==> src/rtl/demux_stream_if.sv <==
// Stream demux bus: one input stream fanned out to CH output slots.
// The bcast signal exists only when DEMUX_BCAST_EN is defined.
interface demux_stream_if #(
  parameter int WIDTH = 8,
  parameter int CH    = 4,
  parameter int SELW  = 2
);
  logic                in_valid;
  logic                in_ready;
  logic [WIDTH-1:0]    in_data;
  logic [SELW-1:0]     sel;
  logic [CH-1:0]       out_valid;
  logic [CH-1:0]       out_ready;
  logic [CH*WIDTH-1:0] out_data;
  logic                err;
`ifdef DEMUX_BCAST_EN
  logic                bcast;

  modport master (
    output in_valid, in_data, sel, out_ready, bcast,
    input  in_ready, out_valid, out_data, err
  );

  modport slave (
    input  in_valid, in_data, sel, out_ready, bcast,
    output in_ready, out_valid, out_data, err
  );
`else
  modport master (
    output in_valid, in_data, sel, out_ready,
    input  in_ready, out_valid, out_data, err
  );

  modport slave (
    input  in_valid, in_data, sel, out_ready,
    output in_ready, out_valid, out_data, err
  );
`endif
endinterface

==> src/rtl/demux_stream.sv <==
// One-deep holding slot per channel, routed by sel; err flags illegal sel.
// Optional broadcast input when DEMUX_BCAST_EN is defined.
module demux_stream #(
  parameter int WIDTH = 8,
  parameter int CH    = 4,
  parameter int SELW  = 2
) (
  input logic           clk,
  input logic           rst_n,
  demux_stream_if.slave s
);

  localparam int NSEL = 1 << SELW;
  localparam logic [SELW:0] CH_L = (SELW+1)'(CH);

  if (NSEL < CH) begin : g_selw_chk
    $error("demux_stream: 2**SELW must be >= CH");
  end

  if (CH < 2 || CH > 16 || WIDTH < 1 || WIDTH > 64) begin : g_rng_chk
    $error("demux_stream: WIDTH or CH out of range");
  end

  logic [CH-1:0]             vld_q, vld_d;
  logic [CH-1:0][WIDTH-1:0]  dat_q, dat_d;
  logic                      err_q, err_d;
  logic [NSEL-1:0]           free;
  logic                      legal;
  logic                      bc;
  logic                      rdy;
  logic                      acc;

`ifdef DEMUX_BCAST_EN
  assign bc = s.bcast;
`else
  assign bc = 1'b0;
`endif

  // Unused select codes read as free so illegal words are always taken.
  always_comb begin
    free = '1;
    for (int k = 0; k < CH; k++) begin
      free[k] = ~vld_q[k] | s.out_ready[k];
    end
  end

  assign legal = {1'b0, s.sel} < CH_L;
  assign rdy   = bc ? &free[CH-1:0] : free[s.sel];
  assign acc   = s.in_valid & rdy;

  always_comb begin
    vld_d = vld_q & ~s.out_ready;
    dat_d = dat_q;
    for (int k = 0; k < CH; k++) begin
      if (acc && (bc || (legal && s.sel == SELW'(k)))) begin
        vld_d[k] = 1'b1;
        dat_d[k] = s.in_data;
      end
    end
  end

  assign err_d = acc & ~bc & ~legal;

  always_ff @(posedge clk or negedge rst_n) begin
    if (!rst_n) begin
      vld_q <= '0;
      dat_q <= '0;
      err_q <= 1'b0;
    end else begin
      vld_q <= vld_d;
      dat_q <= dat_d;
      err_q <= err_d;
    end
  end

  assign s.in_ready  = rdy;
  assign s.out_valid = vld_q;
  assign s.out_data  = dat_q;
  assign s.err       = err_q;

endmodule

==> src/flat_wrapper.sv <==
// flat-port wrapper written by rule: the top's interface ports become plain ports
module demux_stream_flat 
#(
  parameter int WIDTH = 8,
  parameter int CH    = 4,
  parameter int SELW  = 2
)
  (clk, rst_n, s_in_valid, s_in_data, s_sel, s_out_ready, s_in_ready, s_out_valid, s_out_data, s_err);
  demux_stream_if #(.WIDTH(WIDTH), .CH(CH), .SELW(SELW)) s_i ();
  input logic clk;
  input logic rst_n;
  input wire logic [$bits(s_i.in_valid)-1:0] s_in_valid;
  input wire logic [$bits(s_i.in_data)-1:0] s_in_data;
  input wire logic [$bits(s_i.sel)-1:0] s_sel;
  input wire logic [$bits(s_i.out_ready)-1:0] s_out_ready;
  output wire logic [$bits(s_i.in_ready)-1:0] s_in_ready;
  output wire logic [$bits(s_i.out_valid)-1:0] s_out_valid;
  output wire logic [$bits(s_i.out_data)-1:0] s_out_data;
  output wire logic [$bits(s_i.err)-1:0] s_err;
  assign s_i.in_valid = s_in_valid;
  assign s_i.in_data = s_in_data;
  assign s_i.sel = s_sel;
  assign s_i.out_ready = s_out_ready;
  assign s_in_ready = s_i.in_ready;
  assign s_out_valid = s_i.out_valid;
  assign s_out_data = s_i.out_data;
  assign s_err = s_i.err;
  demux_stream #(.WIDTH(WIDTH), .CH(CH), .SELW(SELW)) u_core (.clk(clk), .rst_n(rst_n), .s(s_i));
endmodule
==> config.mk <==
export PLATFORM = sky130hd
export DESIGN_NAME = demux_stream_flat
export DESIGN_NICKNAME = d
export VERILOG_FILES = /design/src/rtl/demux_stream_if.sv /design/src/rtl/demux_stream.sv /design/src/flat_wrapper.sv
export SDC_FILE = /design/constraint.sdc
export NUM_CORES = 1
export LEC_CHECK = 0
export ABC_AREA = 1
export ABC_CLOCK_PERIOD_IN_PS = 3030
export BUFFER_PORTS_ARGS = -buffer_cell sky130_fd_sc_hd__buf_2
export CAP_MARGIN = 30
export CORE_ASPECT_RATIO = 1.25
export CORE_UTILIZATION = 30
export DETAILED_ROUTE_END_ITERATION = 7
export GPL_ROUTABILITY_DRIVEN = 1
export PLACE_DENSITY = 0.5
export SLEW_MARGIN = 20
export SYNTH_ARGS = -nofsm -noshare
export SYNTH_HDL_FRONTEND = slang
export SYNTH_SLANG_ARGS = --single-unit
==> constraint.sdc <==
create_clock -name clk -period 3.03 [get_ports clk]
set_clock_uncertainty 0.15 [all_clocks]
set_input_delay 0.606 -clock clk [delete_from_list [all_inputs] [get_ports clk]]
set_output_delay 0.606 -clock clk [all_outputs]
set_load 0.05 [all_outputs]
==> results.py, run 1 <==
metrics = {
    "floorplanning": {
        "initial_utilization_pct": 31.1,
        "die_area_um2": 5530,
        "core_outline_area_um2": 5040,
        "io-pin-count": 55,
        "die-height_um": 82.9,
        "row_count": 29,
        "floorplan.die.width_um": 66.7,
    },
    "clock_tree": {
        "cts.sinks": 36,
        "postCtsResizedCells": 0,
        "cts.reportedPaths.clkPinSlew_ps": 80,
        "cts-root-buf": "clkbuf_8",
        "number_of_buffers_inserted_during_clock_tree_synthesis": 5,
        "cts_h_tree_depth": 2,
        "post_cts_setup_buffers": 0,
        "cts-root-to-sink-buffers": 2,
        "post_cts_hold_buffer_count": 0,
        "clk_latency_ps": 290,
        "tritoncts": "done",
    },
    "pwr": {
        "switching_fraction_of_total_power_pct": 42.0,
        "ir_drop_mv": 0.301,
        "p_total_mw": 1.59,
        "comb_power_share_pct": 35.4,
        "cell_internal_pwr_uw": 921,
        "net-switching-power_uw": 666,
        "power_frac_seq_pct": 38.5,
        "pwr_density_cell_nw_per_um2": 808,
        "power.leakage_nw": 1.09,
        "clkPwrFrac_pct": 26.2,
    },
    "routing": {
        "drt-pass1-iter-count": 4,
        "drt_iter0_drc": 52,
        "post-route-drc-count": 0,
        "avgRoutedWirePerCell_um": 13.5,
        "number_of_vias_after_detailed_routing": 1366,
        "routed_wirelength_um": 3870,
        "post_drt_via_cell_ratio": 4.76,
        "postRouteAntennaNets": 0,
    },
    "yosys": {
        "synth_seq_cells": 36,
        "net_count_synth": 188,
        "synth_largest_area_cell": "dfrtp_1",
        "synthDominantCellAreaShare_pct": 57.4,
        "synth_warnings": 0,
        "synthesis.area_um2": 1570,
        "synthCells": 171,
        "synth-seq-area-share_pct": 57.4,
        "synth_cell_types": 15,
        "synthesis.area_per_instance_um2": 9.18,
        "synthTopCellsByArea": "dfrtp_1 (57%), nand2_1 (17%), nand4_1 (13%), clkbuf_8 (2.6%), nand3_2 (2.5%)",
    },
    "finish": {
        "layout-area-overhead-vs-synth_pct": 25.1,
        "fin_util_pct": 38.9,
        "mostFrequentLayoutCell": "nand2_1",
        "finalNetCount": 241,
        "final_layout_size_suffix_gt1_share_pct": 31.6,
        "antenna_cells": 0,
        "most-common-layout-cells": "nand2_1 (71), buf_2 (53), dfrtp_1 (36)",
        "final_area_um2": 1960,
        "fillCellCount": 544,
    },
    "sta": {
        "timing.final.ws_setup_ps": 728,
        "finalHoldViolCount": 0,
        "timing_worst_slew_pin_value_ps": 796,
        "timing.final.crit_share_pct": 76.0,
        "grt_setup_unrepaired": "no",
        "fmax_mhz": 434,
        "timing.final.max_slew_violations": 0,
        "finalWorstPathRequiredPeriod_ps": 2300,
        "slew_headroom_pct": 46.9,
        "fin_tns_setup_ps": 0,
        "finalSetupViolCount": 0,
    },
    "worst_setup_path": {
        "worst_setup_path_end_kind": "output pin",
        "critical_path.startpoint": "s_sel[0]",
        "critical_path.startpoint_type": "primary input",
        "critical_path_peak_fanout": 10,
        "worst-setup-path-type": "in2out",
        "crit_path_required_time_ps": 2270,
        "reg2reg_from": "u_core.s.out_valid[0]",
        "cp.arrival_ps": 1550,
        "worstRegToRegCells": 9,
    },
    "grt": {
        "grt.overflow.total": 0,
        "number_of_antenna_violations_at_the_first_check_in_global_routing": 0,
        "groute.usage.overall_pct": 15.5,
        "grt_pass1_vias": 1362,
        "grt_max_degree": 37,
        "wire_length_of_the_first_global_routing_pass_um": 6440,
    },
    "place": {
        "place_area_um2": 1850,
        "portBuffers": 53,
        "hpwlAfterDp_um": 2820,
        "place_congestion": 0.734,
        "dp_slack_ps": 716,
    },
    "run": {
        "max_cap_viol_count": 0,
    },
    "run_status": {
        "status": "completed",
    },
    "min_path": {
        "hold_class": "in2async",
    },
}
==> cell type report <==
| type | count | area, um^2 | area share (%) |
|---|---|---|---|
| inverter | 7 | 26.3 | 1.34 |
| timing repair buffer | 54 | 273 | 13.9 |
| clock inverter | 3 | 42.5 | 2.17 |
| tap | 62 | 77.6 | 3.95 |
| sequential | 36 | 901 | 45.9 |
| multi-input combinational | 120 | 576 | 29.3 |
| clock buffer | 5 | 68.8 | 3.50 |
==> through the flow <==
stage | cells | hold WS, ps
after detailed placement | 279 | 307
after global placement | 279 | 302
final | 287 | 243
after CTS | 287 | 273
after floorplan | 171 | 160
after global routing | 287 | 303
==> power by group through the flow <==
stage / clock [mW] / combinational [mW] / sequential [mW]
floorplan: 0 / 0.113 / 0.933
detailed placement: 0 / 0.566 / 0.621
finish: 0.415 / 0.561 / 0.611
CTS: 0.429 / 0.567 / 0.613
global route: 0.442 / 0.598 / 0.621
global placement: 0 / 0.562 / 0.622
==> cell families after synthesis <==
kind of cell | Yosys count | synth area share, %
other | 1 | 0.239
AO/OA/AOI/OAI | 4 | 1.27
flip-flops | 36 | 57.4
AND/OR/NAND/NOR | 115 | 35.1
buffers and inverters | 15 | 5.98
==> state kept, by name (all words and copies together), names as in the netlist <==
name,count
u_core.s.out_valid,4
u_core.s.out_data,32
==> cell usage after synthesis (all sizes together) <==
cell type	number
nand2	71
dfrtp	36
nand4	32
nor2	8
inv	7
buf	4
clkbuf	4
nand3	4
o21ai	4
conb	1
==> final timing paths <==
check / to / slack (ps)
setup / recovery: s_in_ready / 730
hold / removal: u_core.s.out_data[10] / 240
setup reg to reg: u_core.s.out_data[7] / 1260
hold reg to reg: u_core.s.out_data[22] / 320
max in group asynchronous: u_core.s.out_data[20] / 1980
min in group clk: u_core.s.out_data[22] / 320
==> critical path: stages <==
cell	delay, ps
buf_2	120
inv_1	60
nor2_2	290
nand2_1	90
nand2_1	110
nor2_4	50
buf_2	200
==> layer usage <==
layer / global-route usage (%) / wire length, um / up-vias / share of wire (%)
met5: 0 / 0 / - / 0
met4: 6.77 / 59 / 0 / 1.5
met3: 3.85 / 249 / 6 / 6.4
met2: 23.6 / 1810 / 51 / 47
met1: 20.5 / 1750 / 628 / 45
li1: - / - / 681 / -
(Power assumes the default switching activity.)
==> run 2: changes to the inputs <==
- ABC_AREA: 1 -> 0
- ABC_CLOCK_PERIOD_IN_PS: 3030 -> 1900
- PLACE_DENSITY: 0.5 -> 0.53
- clock period: 3.03 -> 1.9 ns (I/O delays scaled with it)
==> run 2 against run 1 <==
Compared with the run above:
- critical path depth fell by 4
- clock-buffer cell count rose by 3
- sequential power up 62%
- synthesized cell count down 47%
- register-to-register slack got worse by 960 ps
- sequential share of layout area increased by 1.3 points
- worst hold slack got worse by 24 ps
- highest routed layer unchanged
- the run now ends with negative setup slack left
==> results.py, run 2 <==
metrics = {
    "grt": {
        "grt_max_degree": 21,
        "groute.usage.overall_pct": 13.1,
        "grt_pass1_vias": 1037,
        "wire_length_of_the_first_global_routing_pass_um": 4920,
        "number_of_antenna_violations_at_the_first_check_in_global_routing": 0,
        "grt.overflow.total": 0,
    },
    "run_status": {
        "failing_checks": "negative setup slack",
        "status": "finished with violations",
    },
    "finish": {
        "finalNetCount": 171,
        "layout-area-overhead-vs-synth_pct": 35.7,
        "final_layout_size_suffix_gt1_share_pct": 69.0,
        "antenna_cells": 0,
        "largest_register_ffs": 32,
        "mostFrequentLayoutCell": "buf_2",
        "final_area_um2": 1920,
        "most-common-layout-cells": "buf_2 (52), dfrtp_1 (33), mux2_2 (32)",
    },
    "place": {
        "dp_slack_ps": 40.7,
        "place_congestion": 0.793,
        "portBuffers": 53,
        "hpwlAfterDp_um": 2170,
        "place_area_um2": 1780,
    },
    "worst_setup_path": {
        "crit_path_required_time_ps": 1370,
        "worst_setup_path_end_kind": "output pin",
        "critical_path.startpoint_type": "flip-flop",
        "worst-setup-path-type": "reg2out",
        "reg2reg_from": "u_core.s.out_valid[1]",
        "critical_path_peak_fanout": 3,
        "cp.arrival_ps": 1380,
        "critical_path.startpoint": "u_core.s.out_valid[3]",
    },
    "yosys": {
        "synth_warnings": 0,
        "synth.most_common_cell": "dfrtp_1",
        "synth_seq_cells": 36,
        "net_count_synth": 107,
        "synthTopCellsByArea": "dfrtp_1 (64%), mux2_2 (26%), nand2b_1 (1.8%), mux4_2 (1.6%), nand2_1 (1.3%)",
        "synthCells": 90,
        "synthesis.area_per_instance_um2": 15.7,
        "ys_dominant_reg_cell": "dfrtp_1",
        "synthDominantCellAreaShare_pct": 63.8,
        "synth_cell_types": 14,
        "synth_largest_area_cell": "dfrtp_1",
        "synthArstFlopShare_pct": 100,
        "synth-seq-area-share_pct": 63.8,
        "synth.top_cells.by_count": "dfrtp_1 (36), mux2_2 (32), nand2_1 (5)",
        "synth-edff-count": 0,
        "synthesis.area_um2": 1410,
    },
    "pwr": {
        "ir_drop_mv": 0.838,
        "power.leakage_nw": 0.929,
        "p_total_mw": 2.49,
        "pwr_density_cell_nw_per_um2": 1300,
    },
    "routing": {
        "drt-pass1-iter-count": 3,
        "drt_iter0_drc": 33,
        "routed_wirelength_um": 2980,
        "post-route-drc-count": 0,
        "avgRoutedWirePerCell_um": 14.0,
        "number_of_vias_after_detailed_routing": 964,
        "postRouteAntennaNets": 0,
        "post_drt_via_cell_ratio": 4.53,
    },
    "floorplanning": {
        "initial_utilization_pct": 31.7,
        "die_area_um2": 4990,
        "io-pin-count": 55,
        "floorplan.die.width_um": 63.4,
        "row_count": 27,
        "core_outline_area_um2": 4460,
        "die-height_um": 78.7,
    },
    "sta": {
        "timing.final.crit_share_pct": 101,
        "fin_tns_setup_ps": -11.8,
        "finalSetupViolCount": 1,
        "finalHoldViolCount": 0,
        "timing.final.max_slew_violations": 0,
        "finalWorstPathRequiredPeriod_ps": 1910,
        "timing.final.ws_setup_ps": -11.8,
        "grt_setup_unrepaired": "yes",
        "fmax_mhz": 523,
    },
    "clock_tree": {
        "cts.sinks": 36,
        "tritoncts": "done",
        "cts-root-buf": "clkbuf_8",
        "cts-root-to-sink-buffers": 2,
        "clk_latency_ps": 280,
        "cts_h_tree_depth": 2,
        "number_of_buffers_inserted_during_clock_tree_synthesis": 5,
        "cts.reportedPaths.clkPinSlew_ps": 70,
    },
    "min_path": {
        "hold_path.startpoint": "s_in_data[0]",
        "hold_class": "in2reg",
    },
    "run": {
        "max_cap_viol_count": 0,
    },
}
==> run 2: changes by cell type after synthesis, sizes merged, moves of 2 or more <==
cell and change:
nand2b +4, o21ai -3, nand2 -66, nor2 -8
clkbuf -4, nor2b +2, mux2 +32, nand4 -32
nand3 -3, inv -7
==> run 2: logic make-up after synthesis <==
kind of cell           Yosys count  share of synthesized area [%]
AND/OR/NAND/NOR                 15                           6.91
other                            1                          0.265
buffers and inverters            4                           1.59
flip-flops                      36                           63.8
multiplexers                    33                           27.1
AO/OA/AOI/OAI                    1                          0.354
==> run 2: per-stage QoR <==
step,hold WS (ps),utilization (%),instances
floorplan,-65.6,-,90
global placement,156,39.8,203
detailed placement,168,39.8,203
CTS,210,42.2,212
global route,215,43.0,213
finish,219,43.0,213
==> run 2: layout make-up <==
| type | instances | area (um^2) |
|---|---|---|
| fillers | 466 | 2540 |
| flip-flops and latches | 36 | 905 |
| multi-input cells | 50 | 512 |
| repair buffers | 61 | 338 |
| clock buffers | 8 | 90.1 |
| well taps | 58 | 72.6 |
==> run 2: worst max-delay path, cell delays in order, from the launching register on <==
cell and delay [ps]:
dfrtp_2 380, nand2b_4 60, mux4_2 490, buf_8 170
==> run 2: final timing paths <==
check	end	depth (start not counted)	slack [ps]
min	u_core.s.out_data[0]	2	220
max	s_in_ready	3	-10
min reg2reg	u_core.s.out_data[11]	1	350
max reg2reg	u_core.s.out_data[9]	5	300
min in group asynchronous	u_core.s.out_data[24]	2	420
max in group asynchronous	u_core.s.out_valid[3]	3	580
==> run 2: where the power goes <==
part | total [mW] | switching, mW | internal (mW)
registers | 0.992 | 0.0742 | 0.918
clock network | 0.539 | 0.243 | 0.295
logic | 0.955 | 0.702 | 0.253
==> run 2: metal layers <==
layer  track usage, %  vias up  part of all wire [%]
li1                 -      441                     -
met1             14.8      479                    40
met2             22.7       39                    52
met3             4.60        5                   6.4
met4             4.77        0                   1.2
met5                0        -                     0
==> run 2: timing repair <==
action,in CTS,in global routing
endpoints found under the hold margin,16,0
endpoints found under the setup margin,1,1
resized for setup,2,4
setup buffers,0,1
gates cloned,0,0
hold buffers,1,0
==> run 3: changes to the inputs <==
- CORE_MARGIN: default -> 2
==> run 3 against run 2 <==
Compared with the run above:
- the run still ends with negative setup slack left
- critical endpoint unchanged
- final area fell by 1.4%
- combinational power fell by 0.4%
- sequential power fell by 0.5%
- core utilization fell by 0.62 points
- critical path depth did not move
- flip-flop and latch count did not move
- first-iteration DRC count rose by 79%
- clock power barely moved
==> results.py, run 3 (synthesized netlist as in run 2, its figures left out) <==
metrics = {
    "grt": {
        "wire_length_of_the_first_global_routing_pass_um": 4570,
        "grt.overflow.total": 0,
        "groute.usage.overall_pct": 12.1,
        "grt_max_degree": 37,
        "grt_pass1_vias": 917,
        "number_of_antenna_violations_at_the_first_check_in_global_routing": 0,
    },
    "floorplanning": {
        "die-height_um": 80.7,
        "floorplan.die.width_um": 65.4,
        "io-pin-count": 55,
        "initial_utilization_pct": 31.7,
        "die_area_um2": 5280,
        "core_outline_area_um2": 4460,
        "row_count": 27,
    },
    "worst_setup_path": {
        "worst_setup_path_end_kind": "output pin",
        "critPathTopFamily": "multiplexers",
        "worst-setup-path-type": "reg2out",
        "critical_path.startpoint_type": "flip-flop",
        "crit_slowest_cell": "mux4_2",
        "cp.buffers_inverters": 1,
        "cp.arrival_ps": 1370,
        "timing.critical_path.slowest_cell_delay_ps": 490,
        "critical_path_peak_fanout": 3,
        "crit_path_required_time_ps": 1370,
        "cell_chain_of_the_critical_path": "nand2b_1, mux4_2, buf_8",
    },
    "finish": {
        "fin_util_pct": 42.4,
        "most-common-layout-cells": "buf_2 (52), dfrtp_1 (33), mux2_2 (32)",
        "finalNetCount": 168,
        "layout-area-overhead-vs-synth_pct": 33.7,
        "final_area_um2": 1890,
        "fillCellCount": 459,
        "final_layout_size_suffix_gt1_share_pct": 67.8,
        "antenna_cells": 0,
        "final_cells": 210,
        "mostFrequentLayoutCell": "buf_2",
        "largest_register_ffs": 32,
    },
    "sta": {
        "timing.final.crit_share_pct": 100,
        "fin_tns_setup_ps": -0.397,
        "timing_worst_slew_pin_value_ps": 782,
        "finalSetupViolCount": 1,
        "fmax_mhz": 526,
        "finalWorstPathRequiredPeriod_ps": 1900,
        "slew_headroom_pct": 47.8,
        "hold_ws_ps": 25.6,
        "grt_setup_unrepaired": "yes",
        "timing.final.ws_setup_ps": -0.397,
        "timing.final.max_slew_violations": 0,
        "finalHoldViolCount": 0,
    },
    "routing": {
        "post_drt_via_cell_ratio": 4.39,
        "drt_iter0_drc": 59,
        "routed_wirelength_um": 2950,
        "number_of_vias_after_detailed_routing": 922,
        "drt-pass1-iter-count": 4,
        "postRouteAntennaNets": 0,
        "post-route-drc-count": 0,
        "avgRoutedWirePerCell_um": 14.1,
    },
    "place": {
        "place.detailed.instances": 201,
        "dp_slack_ps": 55.5,
        "hpwlAfterDp_um": 2120,
        "place_area_um2": 1770,
        "place_congestion": 0.645,
        "portBuffers": 53,
    },
    "clock_tree": {
        "cts-root-buf": "clkbuf_8",
        "number_of_buffers_inserted_during_clock_tree_synthesis": 5,
        "tritoncts": "done",
        "cts_h_tree_depth": 2,
        "clk_latency_ps": 280,
        "cts.sinks": 36,
        "post_cts_hold_buffer_count": 0,
        "cts-root-to-sink-buffers": 2,
        "cts.reportedPaths.clkPinSlew_ps": 70,
    },
    "pwr": {
        "comb_power_share_pct": 38.3,
        "ir_drop_mv": 0.454,
        "switching_fraction_of_total_power_pct": 41.0,
        "clkPwrFrac_pct": 21.9,
        "pwr_density_cell_nw_per_um2": 1310,
        "power.leakage_nw": 0.908,
        "p_total_mw": 2.48,
        "power_frac_seq_pct": 39.8,
        "cell_internal_pwr_mw": 1.46,
        "net-switching-power_mw": 1.02,
    },
    "min_path": {
        "hold_class": "in2async",
    },
    "run_status": {
        "status": "finished with violations",
        "failing_checks": "negative setup slack",
    },
    "run": {
        "max_cap_viol_count": 0,
    },
}
[run 3: changes by cell type in the layout (fill, tap and decap cells not counted)]
cell	delta
buf_4	-3
nand2b_1	+2
nand2b_4	-2
buf_12	+1
dlygate4sd3_1	-1
[run 3: area by class of cell]
class,count,area [um^2],area share [%]
multi-input combinational,50,497,26.3
sequential,36,905,47.9
timing repair buffer,58,325,17.2
tap,58,72.6,3.84
clock buffer,8,90.1,4.77
[run 3: timing repair]
| action | 4_1_cts | 5_1_grt |
|---|---|---|
| setup buffers | 0 | 1 |
| resized for setup | 2 | 2 |
| pin swaps | 0 | 0 |
| setup endpoints to repair | 1 | 1 |
[run 3: worst paths after layout]
kind | startpoint | end | slack [ps] | depth (start not counted)
setup / recovery | u_core.s.out_valid[3] | s_in_ready | -0.4 | 3
hold reg to reg | u_core.s.out_data[12] | u_core.s.out_data[12] | 350 | 1
setup reg to reg | u_core.s.out_valid[0] | u_core.s.out_data[6] | 390 | 4
max in group asynchronous | rst_n | u_core.s.out_valid[3] | 1040 | 1
min in group clk | s_in_data[6] | u_core.s.out_data[14] | 220 | 2
hold / removal | rst_n | u_core.s.out_valid[1] | 30 | 1
[run 3: metal layers]
metal / track usage, % / part of all wire [%] / vias up
li1: - / - / 433
met2: 20.1 / 53 / 28
met4: 6.25 / 2.3 / 0
met3: 3.78 / 4.7 / 5
met1: 14.0 / 40 / 456
met5: 0 / 0 / -
[run 3: worst register-to-register path, stage by stage, from the launching register on]
cell	delay, ps
dfrtp_2	400
nand2b_1	90
buf_4	120
nand3b_2	260
mux2_2	380
[run 3: power by group through the flow]
stage | Sequential [mW] | Combinational [mW] | Clock (mW)
floorplan | 1.54 | 0.172 | 0
global placement | 0.999 | 0.943 | 0
detailed placement | 1.00 | 0.954 | 0
finish | 0.987 | 0.951 | 0.542
CTS | 0.989 | 0.958 | 0.564
global route | 1.01 | 0.993 | 0.596
